--- src/rtl/text_packet_tx_pkg.sv ---
// Shared constants, frame FSM encoding and length clamp for the text packet transmitter.
package text_packet_tx_pkg;

    localparam logic [7:0] SYNC_BYTE = 8'hAA;
    localparam logic [7:0] TYPE_TEXT = 8'h03;

    typedef enum logic [2:0] {
        IDLE,
        SYNC,
        TYPE,
        LEN,
        PAYLOAD,
        CSUM
    } frame_state_t;

    function automatic logic [7:0] clamp_len(input logic [7:0] size, input logic [7:0] cap);
        return (size > cap) ? cap : size;
    endfunction

endpackage

--- src/rtl/text_packet_tx_if.sv ---
// Byte stream handshake between the frame sequencer and the UART serialiser.
interface text_packet_tx_if;

    logic       valid;
    logic       ready;
    logic [7:0] data;

    modport master (output valid, output data, input ready);
    modport slave  (input valid, input data, output ready);

endinterface

--- src/rtl/uart_tx_byte.sv ---
// 8N1 byte serialiser; ready rises in the final stop-bit cycle so the next
// byte's start bit follows with no idle gap.
module uart_tx_byte #(
    parameter int CLKS_PER_BIT = 104
) (
    input  logic             i_clk,
    input  logic             i_rst,
    text_packet_tx_if.slave  s_byte,
    output logic             o_tx
);

    localparam int CNT_W = (CLKS_PER_BIT > 1) ? $clog2(CLKS_PER_BIT) : 1;

    logic             r_active;
    logic [CNT_W-1:0] r_clk_cnt;
    logic [3:0]       r_bit_idx;
    logic [8:0]       r_shift;
    logic             r_tx;
    logic             w_bit_end;
    logic             w_last;
    logic             w_load;

    assign w_bit_end    = (r_clk_cnt == CNT_W'(CLKS_PER_BIT - 1));
    assign w_last       = r_active && w_bit_end && (r_bit_idx == 4'd9);
    assign s_byte.ready = !r_active || w_last;
    assign w_load       = s_byte.valid && s_byte.ready;
    assign o_tx         = r_tx;

    // Bit index 0 is the start bit, 1..8 data LSB first, 9 the stop bit.
    always_ff @(posedge i_clk) begin
        if (i_rst) begin
            r_active  <= 1'b0;
            r_clk_cnt <= '0;
            r_bit_idx <= 4'd0;
            r_tx      <= 1'b1;
        end else if (w_load) begin
            r_active  <= 1'b1;
            r_clk_cnt <= '0;
            r_bit_idx <= 4'd0;
            r_tx      <= 1'b0;
        end else if (r_active) begin
            if (w_bit_end) begin
                r_clk_cnt <= '0;
                if (r_bit_idx == 4'd9) begin
                    r_active <= 1'b0;
                    r_tx     <= 1'b1;
                end else begin
                    r_bit_idx <= r_bit_idx + 4'd1;
                    r_tx      <= r_shift[0];
                end
            end else begin
                r_clk_cnt <= r_clk_cnt + CNT_W'(1);
            end
        end
    end

    // Shifter holds data then the stop bit; it needs no reset.
    always_ff @(posedge i_clk) begin
        if (w_load) begin
            r_shift <= {1'b1, s_byte.data};
        end else if (r_active && w_bit_end && (r_bit_idx != 4'd9)) begin
            r_shift <= {1'b1, r_shift[8:1]};
        end
    end

endmodule

--- src/rtl/text_packet_tx.sv ---
// Framed text transmitter: sends SYNC, TYPE, LEN, payload and an XOR checksum
// back-to-back through the 8N1 byte serialiser.
module text_packet_tx
    import text_packet_tx_pkg::*;
#(
    parameter int CLOCK_HZ = 12000000,
    parameter int BAUD     = 115200,
    parameter int MAX_TEXT = 32
) (
    input  logic                  CLK,
    input  logic                  RST,
    input  logic [MAX_TEXT*8-1:0] text_bytes,
    input  logic [7:0]            text_size,
    input  logic                  text_send,
    output logic                  busy,
    output logic                  done,
    output logic                  TX
);

    localparam int CLKS_PER_BIT = CLOCK_HZ / BAUD;
    localparam int IDX_W        = (MAX_TEXT > 1) ? $clog2(MAX_TEXT) : 1;

    frame_state_t             r_state;
    frame_state_t             w_state_next;
    logic [MAX_TEXT-1:0][7:0] r_bytes;
    logic [7:0]               r_len;
    logic [7:0]               r_csum;
    logic [IDX_W-1:0]         r_idx;
    logic                     r_done;
    logic [IDX_W-1:0]         w_idx_next;
    logic [IDX_W-1:0]         w_idx_inc;
    logic [7:0]               w_len_in;
    logic [7:0]               w_data;
    logic [7:0]               w_cur_byte;
    logic [7:0]               w_next_byte;
    logic                     w_valid;
    logic                     w_ready;
    logic                     w_accept;
    logic                     w_fold;
    logic                     w_done_next;
    logic                     w_last_payload;

    text_packet_tx_if u_byte_if ();

    assign u_byte_if.valid = w_valid;
    assign u_byte_if.data  = w_data;
    assign w_ready         = u_byte_if.ready;

    assign w_len_in       = clamp_len(text_size, 8'(MAX_TEXT));
    assign w_idx_inc      = r_idx + IDX_W'(1);
    assign w_cur_byte     = r_bytes[r_idx];
    assign w_next_byte    = r_bytes[w_idx_inc];
    assign w_last_payload = (8'(r_idx) == (r_len - 8'd1));

    // r_state names the byte on the wire; the following byte is offered
    // throughout and taken when the serialiser signals byte-complete.
    always_comb begin
        w_state_next = r_state;
        w_idx_next   = r_idx;
        w_valid      = 1'b0;
        w_data       = 8'h00;
        w_accept     = 1'b0;
        w_fold       = 1'b0;
        w_done_next  = 1'b0;
        case (r_state)
            IDLE: begin
                w_valid = text_send;
                w_data  = SYNC_BYTE;
                if (text_send && w_ready) begin
                    w_accept     = 1'b1;
                    w_idx_next   = '0;
                    w_state_next = SYNC;
                end
            end
            SYNC: begin
                w_valid = 1'b1;
                w_data  = TYPE_TEXT;
                if (w_ready) w_state_next = TYPE;
            end
            TYPE: begin
                w_valid = 1'b1;
                w_data  = r_len;
                if (w_ready) w_state_next = LEN;
            end
            LEN: begin
                w_valid = 1'b1;
                if (r_len == 8'd0) begin
                    w_data = r_csum;
                    if (w_ready) w_state_next = CSUM;
                end else begin
                    w_data = w_cur_byte;
                    w_fold = w_ready;
                    if (w_ready) w_state_next = PAYLOAD;
                end
            end
            PAYLOAD: begin
                w_valid = 1'b1;
                if (w_last_payload) begin
                    w_data = r_csum;
                    if (w_ready) w_state_next = CSUM;
                end else begin
                    w_data = w_next_byte;
                    w_fold = w_ready;
                    if (w_ready) w_idx_next = w_idx_inc;
                end
            end
            CSUM: begin
                if (w_ready) begin
                    w_state_next = IDLE;
                    w_done_next  = 1'b1;
                end
            end
            default: w_state_next = IDLE;
        endcase
    end

    // Checksum starts as TYPE^LEN and folds in each payload byte as it is handed over.
    always_ff @(posedge CLK) begin
        if (RST) begin
            r_state <= IDLE;
            r_idx   <= '0;
            r_len   <= 8'h00;
            r_csum  <= 8'h00;
            r_done  <= 1'b0;
        end else begin
            r_state <= w_state_next;
            r_idx   <= w_idx_next;
            r_done  <= w_done_next;
            if (w_accept) begin
                r_len  <= w_len_in;
                r_csum <= TYPE_TEXT ^ w_len_in;
            end else if (w_fold) begin
                r_csum <= r_csum ^ w_data;
            end
        end
    end

    always_ff @(posedge CLK) begin
        if (w_accept) r_bytes <= text_bytes;
    end

    assign busy = (r_state != IDLE);
    assign done = r_done;

    uart_tx_byte #(
        .CLKS_PER_BIT(CLKS_PER_BIT)
    ) u_uart (
        .i_clk  (CLK),
        .i_rst  (RST),
        .s_byte (u_byte_if),
        .o_tx   (TX)
    );

endmodule

--- config.mk ---
export PLATFORM = sky130hd
export DESIGN_NAME = text_packet_tx
export DESIGN_NICKNAME = d
export VERILOG_FILES = /design/src/rtl/text_packet_tx_pkg.sv /design/src/rtl/text_packet_tx_if.sv /design/src/rtl/uart_tx_byte.sv /design/src/rtl/text_packet_tx.sv
export SDC_FILE = /design/constraint.sdc
export NUM_CORES = 1
export LEC_CHECK = 0
export ABC_AREA = 1
export BUFFER_PORTS_ARGS = -buffer_cell sky130_fd_sc_hd__buf_2
export CELL_PAD_IN_SITES_DETAIL_PLACEMENT = 1
export CELL_PAD_IN_SITES_GLOBAL_PLACEMENT = 2
export CORE_MARGIN = 3
export CORE_UTILIZATION = 38
export CTS_BUF_LIST = sky130_fd_sc_hd__clkbuf_8
export DETAILED_ROUTE_END_ITERATION = 16
export MAX_ROUTING_LAYER = met4
export PLACE_DENSITY = 0.88
export SLEW_MARGIN = 25
export SYNTH_ARGS = -nofsm -noshare
export SYNTH_HDL_FRONTEND = slang
export SYNTH_SLANG_ARGS = --single-unit
--- constraint.sdc ---
create_clock -name CLK -period 12.7 [get_ports CLK]
set_input_delay 0 -clock CLK [delete_from_list [all_inputs] [get_ports CLK]]
set_output_delay 0 -clock CLK [all_outputs]
set_load 0.02 [all_outputs]
Word-level counts from Yosys, hierarchy flattened
Index checks and enable logic that the tools add are counted.
- flip-flop bits (word level): 302
- input bits: 267
- output and inout bits: 3
- word-level logic and storage cells: 133
- $add $sub $neg: 4
- magnitude comparators: 3
- eq/ne operators: 17
- multiplexer cells: 41
- bitwise gates (word level): 4
- reductions and logical operators: 22
- operators by type and width (kind ; number):
    $bmux W8 S5 ; 2
    $mux W8 ; 9
    $pmux W8 S5 ; 1
    $mux W3 ; 8
    $pmux W3 S6 ; 1
    $mux W5 ; 3
    $ne A2 B2 Y1 const B ; 7
    $mux W1 ; 13
    $lt A5 B6 Y1 const B ; 2
    $pmux W5 S2 ; 1
    $reduce_bool A2 Y1 ; 5
    $eq A5 B8 Y1 ; 1
    $gt A8 B6 Y1 const B ; 1
    $logic_not A8 Y1 ; 1
    $sub A8 B1 Y8 const B ; 1
    $xor A8 B8 Y8 ; 1
    $add A7 B1 Y7 const B ; 1
    $eq A7 B7 Y1 const B ; 1
    $mux W7 ; 1
    $eq A3 B2 Y1 const B ; 2
    $eq A3 B3 Y1 const B ; 2
    $reduce_and A6 Y1 ; 1
    $add A5 B1 Y5 const B ; 1
    $logic_and A1 B1 Y1 ; 5
    17 further kinds ; 20

Logic depth before layout (Yosys ltp)
Gate-level depths: netlist (run 1).
- depth after elaboration: 8
- gate-level depth with buffers: 18
- gate-level depth less buffers: 18

By module
From an unflattened synthesis (run 1), not the netlist that was laid out.
- cell total of the unflattened synthesis: 1843
- area total of the unflattened synthesis: 16014.1 µm²
- modules (own cells, without submodules) (module ; times used ; cells each ; area each (µm²) ; sequential area each (µm²)):
    text_packet_tx ; 1 ; 1709 ; 14960.6 ; 8187.9
    uart_tx_byte ; 1 ; 134 ; 1053.5 ; 500.5

Worst setup path after synthesis (run 1)
No wires, ideal clock.
- kind: reg-to-reg
- start point: register u_uart.r_clk_cnt[0]
- end point: register r_csum[5]
- setup time: 0.127 ns
- data arrival time: 8.254 ns
- data required time: 12.573 ns
- setup slack: 4.319 ns
- cell stages (with the launch flop): 14
- path buffers: 1
- clock period less this slack: 8.381 ns
- cells stage by stage: dfxtp_1 -> ha_1 -> nand2_1 -> nor4_2 -> nand2_1 -> nand2_2 -> inv_2 -> nor3_4 -> inv_2 -> nand3_2 -> buf_6 -> nand2_1 -> inv_1 -> a21oi_1
- longest elaborated chain between the ends: 8
- elaborated cells on any way between the ends: 12
- those cells by class: 1 x eq/ne; 6 x mux; 5 x reduce/logical
- RTL lines (item ; line ; RTL):
    from (decl) ; uart_tx_byte.sv:15 ; logic [CNT_W-1:0] r_clk_cnt;
    from (signal assigned) ; uart_tx_byte.sv:52 ; r_clk_cnt <= r_clk_cnt + CNT_W'(1);
    $eq A7 B7 Y1 (*) ; uart_tx_byte.sv:23 ; assign w_bit_end = (r_clk_cnt == CNT_W'(CLKS_PER_BIT - 1));
    $logic_and A1 B1 Y1 (*) (2 in series) ; uart_tx_byte.sv:24 ; assign w_last = r_active && w_bit_end && (r_bit_idx == 4'd9);
    $logic_or A1 B1 Y1 (*) ; uart_tx_byte.sv:25 ; assign s_byte.ready = !r_active || w_last;
    $logic_and A1 B1 Y1 (*) ; text_packet_tx.sv:69 ; if (text_send && w_ready) begin
    $mux W1 (*) ; text_packet_tx.sv:69 ;
    $mux W1 (*) ; text_packet_tx.sv:65 ; case (r_state)
    via w_accept ; text_packet_tx.sv:38 ; logic w_accept;
    $mux W8 or $reduce_bool A2 Y1 (tied branches) ; - ;
    to (signal assigned) ; text_packet_tx.sv:131 ; r_csum <= TYPE_TEXT ^ w_len_in;
    to (signal assigned) ; text_packet_tx.sv:133 ; r_csum <= r_csum ^ w_data;
    to (decl) ; text_packet_tx.sv:27 ; logic [7:0] r_csum;
Mark *: on every way through the listed nets, which the timed path passes. The rest lies on a longest branch.
A chain may end at the register's enable or synchronous reset.

Worst setup path after layout (run 1)
- start point: register u_uart.r_clk_cnt[1]
- end point: register r_len[1]
- longest elaborated chain between the ends: 7
- RTL lines (item ; line ; RTL):
    $eq A7 B7 Y1 ; uart_tx_byte.sv:23 ;
    $logic_and A1 B1 Y1 (2 in series) ; uart_tx_byte.sv:24 ;
    $logic_or A1 B1 Y1 ; uart_tx_byte.sv:25 ;
    $logic_and A1 B1 Y1 ; text_packet_tx.sv:69 ;
    $mux W1 ; text_packet_tx.sv:69 ;
    $mux W1 ; text_packet_tx.sv:65 ;
    via w_accept ; text_packet_tx.sv:38 ;
    to (signal assigned) ; text_packet_tx.sv:130 ; r_len <= w_len_in;
    to (decl) ; text_packet_tx.sv:26 ; logic [7:0] r_len;
The timed path passes the listed nets, and every way through them passes these cells.

==> results of run 1 <==
==> flip-flops by register name, summed over array words and instances, names as in the netlist <==
signal	count
u_uart.r_shift	8
r_idx	5
done	1
u_uart.r_bit_idx	4
u_uart.r_clk_cnt	7
r_bytes	256
u_uart.r_active	1
u_uart.o_tx	1
r_csum	8
r_state	3
r_len	8
==> synth_stat cells (6+ instances only) <==
library cell / count
buf_4: 12
clkbuf_1: 24
o221ai_1: 13
nand3_1: 276
o21ai_0: 146
a21oi_1: 90
nor2_1: 120
nand2_1: 416
inv_1: 107
dfxtp_1: 38
o211ai_1: 35
buf_6: 9
o21ai_1: 10
inv_2: 9
buf_2: 58
edfxtp_1: 264
o22ai_1: 15
a31oi_1: 9
ha_1: 6
==> worst max path at each step <==
stage                              to
floorplan                   r_csum[5]
global placement    u_uart.r_shift[0]
detailed placement       r_bytes[170]
CTS                          r_len[1]
global route                 r_len[1]
finish                       r_len[1]
==> what timing repair did <==
action                                 in CTS  in global routing
endpoints found under the hold margin     279                  0
gates resized for setup                     0                  0
hold buffers                              276                  0
==> report_power, final <==
part	internal, uW	switching [uW]
Combinational	294	581
Clock	431	446
Sequential	1370	149
Total	2100	1180
==> layer usage <==
metal | vias to the layer above | GRT usage, % | part of all wire, %
li1 | 7019 | - | -
met1 | 7494 | 36.38 | 41
met2 | 611 | 50.23 | 50
met3 | 127 | 4.413 | 5.9
met4 | 0 | 9.738 | 3.0
met5 | - | - | 0
==> final cells by class <==
cell class | instances | area share, %
antenna | 5 | 0.06031
tap | 525 | 3.166
clock inverter | 41 | 1.158
multi-input combinational | 1191 | 27.46
inverter | 118 | 2.159
clock buffer | 53 | 3.516
timing repair buffer | 560 | 20.57
sequential | 302 | 41.91
==> placed cells by master (no fill, tap or decap), types with 4 or more instances in the layout <==
cell type      netlist  routed
o211ai_1            35      35
dfxtp_1             38      35
inv_1              107     127
nand2_1            416     416
a31oi_1              9       9
a22oi_1              5       5
o21ai_0            146     146
clkinv_1             1       6
inv_2                9      10
nand3b_1             5       5
clkinv_2             0      10
nor3_1               5       5
nand3_2              5       5
buf_2               58     269
a21oi_1             90      90
nand4_1              4       4
nand3_1            276     276
ha_1                 6       5
o21ai_1             10      10
or2_2                4       4
o221ai_1            13      13
edfxtp_1           264     264
buf_4               12      12
dlygate4sd3_1        0     276
o22ai_1             15      15
diode_2              0       5
nor2_1             120     120
clkbuf_8             0      53
==> kinds of logic after synthesis <==
logic type	Yosys count
buf+inv	224
simple gates	847
flops	302
fa+ha+maj	6
xor+xnor	7
compound gates	331
==> worst max-delay path: cells and delay by family, from the launching register on <==
family                     cells  cell delay (ns)
AOI/OAI and AO/OA              1             0.16
and+or+nand+nor                6             1.12
DFF                            1             0.36
adders and majority gates      1             0.19
buffers and inverters          5             2.05
==> per-stage QoR <==
step | instance area (um^2) | power [uW] | cells | setup slack, ns | utilization (%)
global route | 20740 | 3449 | 2794 | 8.432 | 51.97
global placement | 16970 | 2281 | 2419 | 9.176 | 42.52
finish | 20740 | 3272 | 2795 | 8.751 | 51.97
floorplan | 15400 | 2049 | 1717 | 4.319 | -
CTS | 20700 | 3238 | 2789 | 8.686 | 51.87
detailed placement | 16970 | 2309 | 2419 | 9.039 | 42.52
==> results.ini, run 1 <==
[worst_hold_path]
worst_hold_path_type=input port to flip-flop
hold_path_startpoint=text_bytes[245]
whs_path_depth=2
holdPathEnd=r_bytes[245]

[detailed_routing]
detailed_route_drc_error_count=0
routed_wire_length_per_instance_um=22.68
avgViaCountPerCell=5.457
postRouteWirelength_um=63390
antenna_left=0
via_count=15251
first_pass_iters=5
drtIter0Drc=1378

[yosys]
post_synthesis_mean_instance_area_um2=8.969
synth.top_cells.by_area=edfxtp_1 (51%), nand2_1 (10%), nand3_1 (9.0%)
ys.flop_type=edfxtp_1
netlist.area_leader.share_pct=51.48
synth_xor_xnor_area_share_pct=0.6175
mux_share_of_post_synthesis_cell_area_pct=0
syn_nets=1990
syn_inst=1717
synth_top_family_by_area=simple AND/OR/NAND/NOR gates
synth_top_cell_by_area=edfxtp_1
synth-adder-area-share_pct=0.4875
number_of_synthesized_flops_with_an_enable_pin=264
synth_seq_area_share_pct=56.42
synth_cell_type_count=48
synth.yosys.warnings=0
synth-seq-cells=302
yosys.area_share.simple_pct=23.72
synthesized_area_fraction_occupied_by_ao_oa_aoi_and_oai_cells_pct=12.07
async_reset_ff_share_pct=0
syn_area_um2=15400

[placement]
detailedPlacementHpwl_um=37670
port_buffers=269
routabilityCongestion=0.8929

[final_layout]
nNetsFinal=2498
fillerInstances=4602
area_delta_synth_final_pct=34.71
area.sequential_um2=8695
area_of_the_multi_input_gates_um2=5697
drive_gt1_share_pct=17.09

[global_routing]
globalRoute.totalOverflow=0
global_route_wire_length_before_repair_um=96260
overall_global_routing_resource_usage_pct=29.57
grt_start_max_net_pins=224
vias_in_the_first_global_route=16155
grt_antenna_before_repair=5

[die]
die-height_um=207.3
fp-row-count=73
initial_standard_cell_utilization_of_the_core_pct=38.58
io_pins=270
design.core.area_um2=39910
floorplan.die_area_um2=42980
die_w_um=207.3

[cts]
worst_skew_pair.late_latency_ns=0.67
cts.htree.levels=2
numCtsBuffers=52
cts_setup_buffers=0
worst_setup_hold_path_clk_slew_ns=0.07
clk_root_buffer_cell=clkbuf_8
tritoncts_num_sinks=302
cts_tree=yes
cts-root-to-sink-buffers=3

[run]
max_cap_violations=0

[critical_path]
timing.rr.start=u_uart.r_clk_cnt[1]
critPathSlowestCell=dlygate4sd3_1
critical-path-max-stage-delay_ns=0.66
timing.critical_path.to_type=flip-flop
ff2ff_path_depth=13
start_kind=flip-flop
worst-endpoint-required_ns=13.29
crit_type=flip-flop to flip-flop
r2r_slack_ns=8.75
crit-reg2reg-capture=r_len[1]
worstPathCellList=ha_1 -> nand2_1 -> nor4_2 -> nand2_1 -> nand2_2 -> inv_2 -> nor3_4 -> buf_12 -> buf_16 -> nand3_1 -> dlygate4sd3_1 -> o22ai_1 -> dlygate4sd3_1
path_max_fanout=120
worst_ep_arrival_time_ns=4.54
worst_setup_path_startpoint=u_uart.r_clk_cnt[1]

[sta]
setup-violations-final=0
finalSetupTns_ns=0
timing_worst_slew_pin_value_ns=1.006
fin_skew_ns=0.04482
fin_crit_ns=3.949
fin_hold_ws_ns=0.05106
period_share_pct=31.10
max_freq_ghz=0.2532
slew_headroom_pct=32.93
report.final.hold_viol_count=0
finalMaxSlewViolations=0
unrepaired_setup_endpoints_after_global_routing=no

[run_status]
run_status=completed

[pwr]
cellPowerDensity_nw_per_um2=157.7
irDropWorstVdd_v=0.0001218
p_leak_uw=0.008455

Note: power is estimated with default switching activity, not from simulation.
==> inputs of run 2 (changes only) <==
--- a/config.mk
+++ b/config.mk
@@ -5,16 +5,16 @@
 export SDC_FILE = /design/constraint.sdc
 export NUM_CORES = 1
 export LEC_CHECK = 0
-export ABC_AREA = 1
+export ABC_AREA = 0
 export BUFFER_PORTS_ARGS = -buffer_cell sky130_fd_sc_hd__buf_2
 export CELL_PAD_IN_SITES_DETAIL_PLACEMENT = 1
 export CELL_PAD_IN_SITES_GLOBAL_PLACEMENT = 2
 export CORE_MARGIN = 3
-export CORE_UTILIZATION = 38
+export CORE_UTILIZATION = 41
 export CTS_BUF_LIST = sky130_fd_sc_hd__clkbuf_8
 export DETAILED_ROUTE_END_ITERATION = 16
 export MAX_ROUTING_LAYER = met4
-export PLACE_DENSITY = 0.88
+export PLACE_DENSITY = 0.82
 export SLEW_MARGIN = 25
 export SYNTH_ARGS = -nofsm -noshare
 export SYNTH_HDL_FRONTEND = slang
==> constraint.sdc (replaced) <==
create_clock -name CLK -period 3.75 [get_ports CLK]
set_input_delay 0 -clock CLK [delete_from_list [all_inputs] [get_ports CLK]]
set_output_delay 0 -clock CLK [all_outputs]
set_load 0.02 [all_outputs]
==> results.ini, run 2 <==
[worst_hold_path]
whs_path_depth=6  ; was 2
worst_hold_path_type=input port to flip-flop  ; unchanged

[placement]
detailedPlacementHpwl_um=31840  ; was 37,670 um
routabilityCongestion=0.9214  ; was 0.8929
port_buffers=269  ; unchanged

[critical_path]
worst_ep_arrival_time_ns=3.91  ; was 4.54 ns
ff2ff_path_depth=8  ; was 13
path_max_fanout=46  ; was 120
crit_type=flip-flop to flip-flop  ; unchanged
worst-endpoint-required_ns=4.22  ; was 13.29 ns
start_kind=flip-flop  ; unchanged
timing.critical_path.to_type=flip-flop  ; unchanged

[sta]
setup-violations-final=0  ; unchanged
finalMaxSlewViolations=0  ; unchanged
unrepaired_setup_endpoints_after_global_routing=no  ; unchanged
slew_headroom_pct=31.23  ; was 32.93%
period_share_pct=91.80  ; was 31.10%
fin_hold_ws_ns=0.06620  ; was 0.05106 ns
fin_crit_ns=3.442  ; was 3.949 ns
report.final.hold_viol_count=0  ; unchanged
fin_skew_ns=0.05425  ; was 0.04482 ns
max_freq_ghz=0.2905  ; was 0.2532 GHz
timing_worst_slew_pin_value_ns=1.028  ; was 1.006 ns

[detailed_routing]
dr_wl_met3_um=4041  ; was 3747 um
drtIter0Drc=1552  ; was 1,378
routed_wire_length_per_instance_um=28.61  ; was 22.68 um
highest-signal-layer=met4  ; unchanged
via_count=11541  ; was 15,251
first_pass_iters=5  ; unchanged
postRouteWirelength_um=55530  ; was 63,390 um
antenna_left=0  ; unchanged
detailed_route_drc_error_count=0  ; unchanged
wl_met2_um=28750  ; was 31,680 um
m1WireLength_um=20170  ; was 26,070 um
avgViaCountPerCell=5.946  ; was 5.457

[pwr]
p_leak_uw=0.007235  ; was 0.008455 uW
irDropWorstVdd_v=0.0004111  ; was 0.0001218 V
cellPowerDensity_nw_per_um2=515.9  ; was 157.7 nW/um^2

[global_routing]
globalRoute.totalOverflow=0  ; unchanged
grt_start_max_net_pins=81  ; was 224
overall_global_routing_resource_usage_pct=29.86  ; was 29.57%
grt_antenna_before_repair=6  ; was 5
vias_in_the_first_global_route=12524  ; was 16,155
global_route_wire_length_before_repair_um=81930  ; was 96,260 um

[die]
io_pins=270  ; unchanged
fp-row-count=68  ; was 73
initial_standard_cell_utilization_of_the_core_pct=41.61  ; was 38.58%
floorplan.die_area_um2=37430  ; was 42,980 um^2
design.core.area_um2=34630  ; was 39,910 um^2
die-height_um=193.5  ; was 207.3 um
die_w_um=193.5  ; was 207.3 um

[final_layout]
mostFrequentLayoutCell=dlygate4sd3_1  ; was nand2_1
layout.core_utilization_pct=58.23  ; was 51.97%
largest-register=r_bytes  ; unchanged
largest_reg_flops=256  ; unchanged
area.sequential_um2=8698  ; was 8695 um^2
mostFrequentLayoutCells=dlygate4sd3_1 (271), buf_2 (269), edfxtp_1 (264)  ; was nand2_1 (416), nand3_1 (276), dlygate4sd3_1 (276)
nNetsFinal=1711  ; was 2,498
fillerInstances=3324  ; was 4,602
drive_gt1_share_pct=35.93  ; was 17.09%
area_of_the_multi_input_gates_um2=5440  ; was 5697 um^2
area_delta_synth_final_pct=39.93  ; was 34.71%

[yosys]
ys.flop_type=edfxtp_1  ; unchanged
synthMostInstantiatedCell=edfxtp_1  ; was nand2_1
syn_area_um2=14410  ; was 15,400 um^2
synth.yosys.warnings=0  ; unchanged
syn_nets=1136  ; was 1,990
synth-adder-area-share_pct=0.5210  ; was 0.4875%
syn_inst=863  ; was 1,717
synthesized_area_fraction_occupied_by_ao_oa_aoi_and_oai_cells_pct=6.069  ; was 12.07%
synth-seq-cells=302  ; unchanged
async_reset_ff_share_pct=0  ; unchanged
synth_top_cell_by_area=edfxtp_1  ; unchanged
netlist.area_leader.share_pct=55.01  ; was 51.48%
yosys.area_share.simple_pct=5.791  ; was 23.72%
synth_top_family_by_area=multiplexers  ; was simple AND/OR/NAND/NOR gates
synth_seq_area_share_pct=60.29  ; was 56.42%
synth_cell_type_count=63  ; was 48
mux_share_of_post_synthesis_cell_area_pct=23.54  ; was 0%
synth.top_cells.by_area=edfxtp_1 (55%), mux4_2 (21%), dfxtp_1 (5.3%)  ; was edfxtp_1 (51%), nand2_1 (10%), nand3_1 (9.0%)
post_synthesis_mean_instance_area_um2=16.70  ; was 8.969 um^2
synth_xor_xnor_area_share_pct=1.337  ; was 0.6175%
number_of_synthesized_flops_with_an_enable_pin=264  ; unchanged
ys_top_cells_by_count=edfxtp_1 (264), mux4_2 (136), nor2_1 (54), nand2_1 (45), dfxtp_1 (38)  ; was nand2_1 (416), nand3_1 (276), edfxtp_1 (264), o21ai_0 (146), nor2_1 (120)

[cts]
tritoncts_num_sinks=302  ; unchanged
numCtsBuffers=52  ; unchanged
cts.htree.levels=2  ; unchanged
cts_tree=yes  ; unchanged
cts-root-to-sink-buffers=3  ; unchanged
clk_root_buffer_cell=clkbuf_8  ; unchanged
worst_setup_hold_path_clk_slew_ns=0.06  ; was 0.07 ns
worst_skew_pair.late_latency_ns=0.64  ; was 0.67 ns

[run_status]
run_status=completed  ; unchanged

[run]
max_cap_violations=0  ; unchanged

run 2: through the flow:
step / total power [uW] / setup TNS, ns / setup WS [ns] / cells / cell area, um^2
6_report: 10400 / 0 / 0.3075 / 1941 / 20160
5_1_grt: 10740 / 0 / 0.1099 / 1941 / 20160
4_1_cts: 10120 / 0 / 0.1908 / 1932 / 20130
3_5_place_dp: 6993 / 0 / 0.3923 / 1567 / 16450
3_3_place_gp: 6903 / 0 / 0.4847 / 1567 / 16450
2_1_floorplan: 6223 / -377.63 / -1.443 / 863 / 14440
run 2: cell families after synthesis:
logic type | count (synthesis)
xor gates and xnor gates | 22
muxes | 165
and+or+nand+nor | 175
adders and majority gates | 6
AOI/OAI and AO/OA | 120
DFF | 302
buffers and inverters | 73
run 2: final timing paths:
path           startpoint         to  slack, ns
max              r_idx[0]  r_csum[4]       0.31
min          text_size[7]   r_len[4]       0.07
max reg2reg      r_idx[0]  r_csum[4]       0.31
min reg2reg     r_csum[6]  r_csum[6]       0.47
run 2: critical path, stage by stage, from the launching register on:
cell	delay (ns)
dfxtp_4	0.45
ha_4	0.79
buf_4	0.33
mux4_2	0.36
mux4_1	0.58
nor2_1	0.13
o31a_1	0.22
nor3b_1	0.07
or3_1	0.36
run 2: per-layer routing:
metal | vias up | track usage (%)
met5 | - | -
met4 | 0 | 11.12
met3 | 158 | 4.249
met2 | 765 | 51.37
met1 | 5887 | 36.09
li1 | 4731 | -
run 2: what timing repair did:
action / CTS / global route
hold buffers: 271 / 0
buffers inserted: 0 / 1
resized for setup: 0 / 1
endpoints found under the hold margin: 276 / 0
endpoints found under the setup margin: 0 / 1
run 2: power breakdown:
| group | total, uW | internal [uW] | switching, uW |
|---|---|---|---|
| Sequential | 5090 | 4570 | 520 |
| Combinational | 2260 | 1040 | 1230 |
| Clock | 3040 | 1500 | 1540 |
| Total | 10400 | 7110 | 3290 |
run 2: layout make-up:
type,count,area share (%)
flip-flops and latches,302,43.14
multi-input cells,488,26.98
repair buffers,576,21.78
clock buffers,52,3.549
well taps,455,2.823
clock inverters,42,1.278
inverters,18,0.3537
diodes,8,0.09928
==> inputs of run 3 (changes only) <==
--- a/config.mk
+++ b/config.mk
@@ -10,11 +10,12 @@
 export CELL_PAD_IN_SITES_DETAIL_PLACEMENT = 1
 export CELL_PAD_IN_SITES_GLOBAL_PLACEMENT = 2
 export CORE_MARGIN = 3
-export CORE_UTILIZATION = 41
+export CORE_UTILIZATION = 45
 export CTS_BUF_LIST = sky130_fd_sc_hd__clkbuf_8
 export DETAILED_ROUTE_END_ITERATION = 16
 export MAX_ROUTING_LAYER = met4
-export PLACE_DENSITY = 0.82
+export PLACE_DENSITY = 0.89
+export RECOVER_POWER = 100
 export SLEW_MARGIN = 25
 export SYNTH_ARGS = -nofsm -noshare
 export SYNTH_HDL_FRONTEND = slang
==> constraint.sdc (replaced) <==
create_clock -name CLK -period 3.97 [get_ports CLK]
set_input_delay 0 -clock CLK [delete_from_list [all_inputs] [get_ports CLK]]
set_output_delay 0 -clock CLK [all_outputs]
set_load 0.02 [all_outputs]
==> results.ini, run 3 (synthesis gave the netlist of run 2 again) <==
[die]
io_pins=270  ; unchanged
fp-row-count=64  ; was 68
die-height_um=184.9  ; was 193.5 um
design.core.area_um2=31070  ; was 34,630 um^2
initial_standard_cell_utilization_of_the_core_pct=46.38  ; was 41.61%
floorplan.die_area_um2=34200  ; was 37,430 um^2
die_w_um=184.9  ; was 193.5 um

[sta]
slew_headroom_pct=10.53  ; was 31.23%
max_freq_ghz=0.2605  ; was 0.2905 GHz
finalMaxSlewViolations=0  ; unchanged
timing_worst_slew_pin_value_ns=1.342  ; was 1.028 ns
report.final.hold_viol_count=0  ; unchanged
fin_skew_ns=0.05606  ; was 0.05425 ns
setup-violations-final=0  ; unchanged
fin_hold_ws_ns=0.06966  ; was 0.06620 ns
unrepaired_setup_endpoints_after_global_routing=no  ; unchanged
period_share_pct=96.69  ; was 91.80%
fin_crit_ns=3.839  ; was 3.442 ns

[final_layout]
area_delta_synth_final_pct=37.63  ; was 39.93%
fillerInstances=2962  ; was 3,324
finish.instance_area_um2=19830  ; was 20,160 um^2
largest_reg_flops=256  ; unchanged
layout.core_utilization_pct=63.83  ; was 58.23%
largest-register=r_bytes  ; unchanged
area.sequential_um2=8698  ; unchanged
mostFrequentLayoutCell=dlygate4sd3_1  ; unchanged
mostFrequentLayoutCells=dlygate4sd3_1 (270), edfxtp_1 (264), clkbuf_1 (141)  ; was dlygate4sd3_1 (271), buf_2 (269), edfxtp_1 (264)
post_layout_nonfiller_instances=1895  ; was 1,941
drive_gt1_share_pct=26.10  ; was 35.93%
area_of_the_multi_input_gates_um2=5404  ; was 5440 um^2
nNetsFinal=1704  ; was 1,711

[placement]
dpl_cell_area_um2=16350  ; was 16,450 um^2
placed_cells_incl_taps=1501  ; was 1,567
port_buffers=269  ; unchanged
detailedPlacementHpwl_um=31850  ; was 31,840 um
routabilityCongestion=0.8712  ; was 0.9214

[run]
max_cap_violations=0  ; unchanged

[detailed_routing]
drtIter0Drc=2318  ; was 1,552
routed_wire_length_per_instance_um=37.00  ; was 28.61 um
antenna_left=0  ; unchanged
detailed_route_drc_error_count=0  ; unchanged
postRouteWirelength_um=70110  ; was 55,530 um
first_pass_iters=6  ; was 5
avgViaCountPerCell=6.878  ; was 5.946
via_count=13033  ; was 11,541

[global_routing]
globalRoute.totalOverflow=0  ; unchanged
gr-usage-met3_pct=8.464  ; was 4.249%
gr-usage-met2_pct=62.38  ; was 51.37%
vias_in_the_first_global_route=13305  ; was 12,524
grt_antenna_before_repair=12  ; was 6
most_crowded_layer_gr=met2  ; unchanged
global_route_wire_length_before_repair_um=93020  ; was 81,930 um
overall_global_routing_resource_usage_pct=38.93  ; was 29.86%
grt_util_met1_pct=45.57  ; was 36.09%
grt_start_max_net_pins=124  ; was 81

[critical_path]
start_kind=flip-flop  ; unchanged
critPathSlowestCell=buf_12  ; was ha_4
worstPathCellList=buf_12 -> nand3_1 -> xnor2_1 -> buf_4 -> mux4_2 -> mux2_2 -> a211oi_2 -> mux2i_1 -> o211ai_1  ; was ha_4 -> buf_4 -> mux4_2 -> mux4_1 -> nor2_1 -> o31a_1 -> nor3b_1 -> or3_1
critical-path-max-stage-delay_ns=0.59  ; was 0.79 ns
worst-endpoint-required_ns=4.44  ; was 4.22 ns
r2r_slack_ns=0.13  ; was 0.31 ns
path_max_fanout=123  ; was 46
timing.critical_path.to_type=flip-flop  ; unchanged
ff2ff_path_depth=9  ; was 8
crit-reg2reg-capture=r_csum[0]  ; was r_csum[4]
timing.rr.start=r_idx[0]  ; unchanged
worst_ep_arrival_time_ns=4.31  ; was 3.91 ns
crit_type=flip-flop to flip-flop  ; unchanged

[worst_hold_path]
hold_path_startpoint=text_bytes[42]  ; was text_size[7]
whs_path_depth=2  ; was 6
worst_hold_path_type=input port to flip-flop  ; unchanged
holdPathEnd=r_bytes[42]  ; was r_len[4]

[cts]
clk_root_buffer_cell=clkbuf_8  ; unchanged
cts_tree=yes  ; unchanged
cts.htree.levels=2  ; unchanged
tritoncts_num_sinks=302  ; unchanged
worst_setup_hold_path_clk_slew_ns=0.11  ; was 0.06 ns
numCtsBuffers=51  ; was 52
worst_skew_pair.late_latency_ns=0.65  ; was 0.64 ns
cts-root-to-sink-buffers=3  ; unchanged

[pwr]
irDropWorstVdd_v=0.0003268  ; was 0.0004111 V
cellPowerDensity_nw_per_um2=519.0  ; was 515.9 nW/um^2
p_leak_uw=0.006765  ; was 0.007235 uW

[run_status]
run_status=completed  ; unchanged

## run 3: changes by cell type in the layout (fill, tap and decap cells not counted), sizes merged
cell,before,now
bufinv,3,2
clkinv,22,20
inv,33,30
dlygate4sd3,271,270
clkbuf,52,204
buf,305,152
clkinvlp,2,3
diode,8,28
## run 3: metal layers
| metal | vias up | share of wire (%) |
|---|---|---|
| li1 | 4744 | - |
| met1 | 6254 | 31 |
| met2 | 1516 | 45 |
| met5 | - | 0 |
| met3 | 519 | 13 |
| met4 | 0 | 10 |
## run 3: how the worst max path moves through the flow
stage	slack (ns)	end	start
floorplan	-1.22	r_bytes[0]	u_uart.r_bit_idx[1]
global placement	0.66	r_csum[0]	r_idx[0]
detailed placement	0.58	u_uart.r_shift[6]	r_idx[0]
CTS	0.17	r_len[0]	r_state[0]
global route	0.05	r_csum[0]	r_idx[0]
finish	0.13	r_csum[0]	r_idx[0]
## run 3: through the flow
stage	setup slack, ns	setup TNS [ns]	power (uW)
after detailed placement	0.5811	0	6610
after floorplan	-1.223	-319.77	5878
after global placement	0.6559	0	6477
after global routing	0.04976	0	10430
after CTS	0.1693	0	9527
final	0.1312	0	10290
## run 3: timing repair
| item | in CTS | in global routing |
|---|---|---|
| resized for setup | 0 | 1 |
| hold buffers | 270 | 0 |
| buffers inserted | 0 | 3 |
| endpoints found under the setup margin | 0 | 1 |
| hold endpoints to repair | 276 | 0 |
## run 3: layout make-up
class | count | area share, %
multi-input cells | 488 | 27.25
repair buffers | 570 | 20.73
diodes | 28 | 0.3533
well taps | 396 | 2.498
inverters | 18 | 0.3596
clock inverters | 37 | 1.066
flip-flops and latches | 302 | 43.86
clock buffers | 56 | 3.886
## run 3: critical path: cells and delay by family, from the launching register on
| family | cells | cell delay (ns) |
|---|---|---|
| muxes | 3 | 1.03 |
| buffers and inverters | 2 | 0.98 |
| AOI/OAI and AO/OA | 2 | 0.57 |
| DFF | 1 | 0.39 |
| and+or+nand+nor | 1 | 0.29 |
| xor gates and xnor gates | 1 | 0.28 |
## run 3: power breakdown
group | total [uW] | internal, uW | switching, uW
clock network | 3070 | 1430 | 1630
registers | 4960 | 4340 | 624
logic | 2260 | 908 | 1360
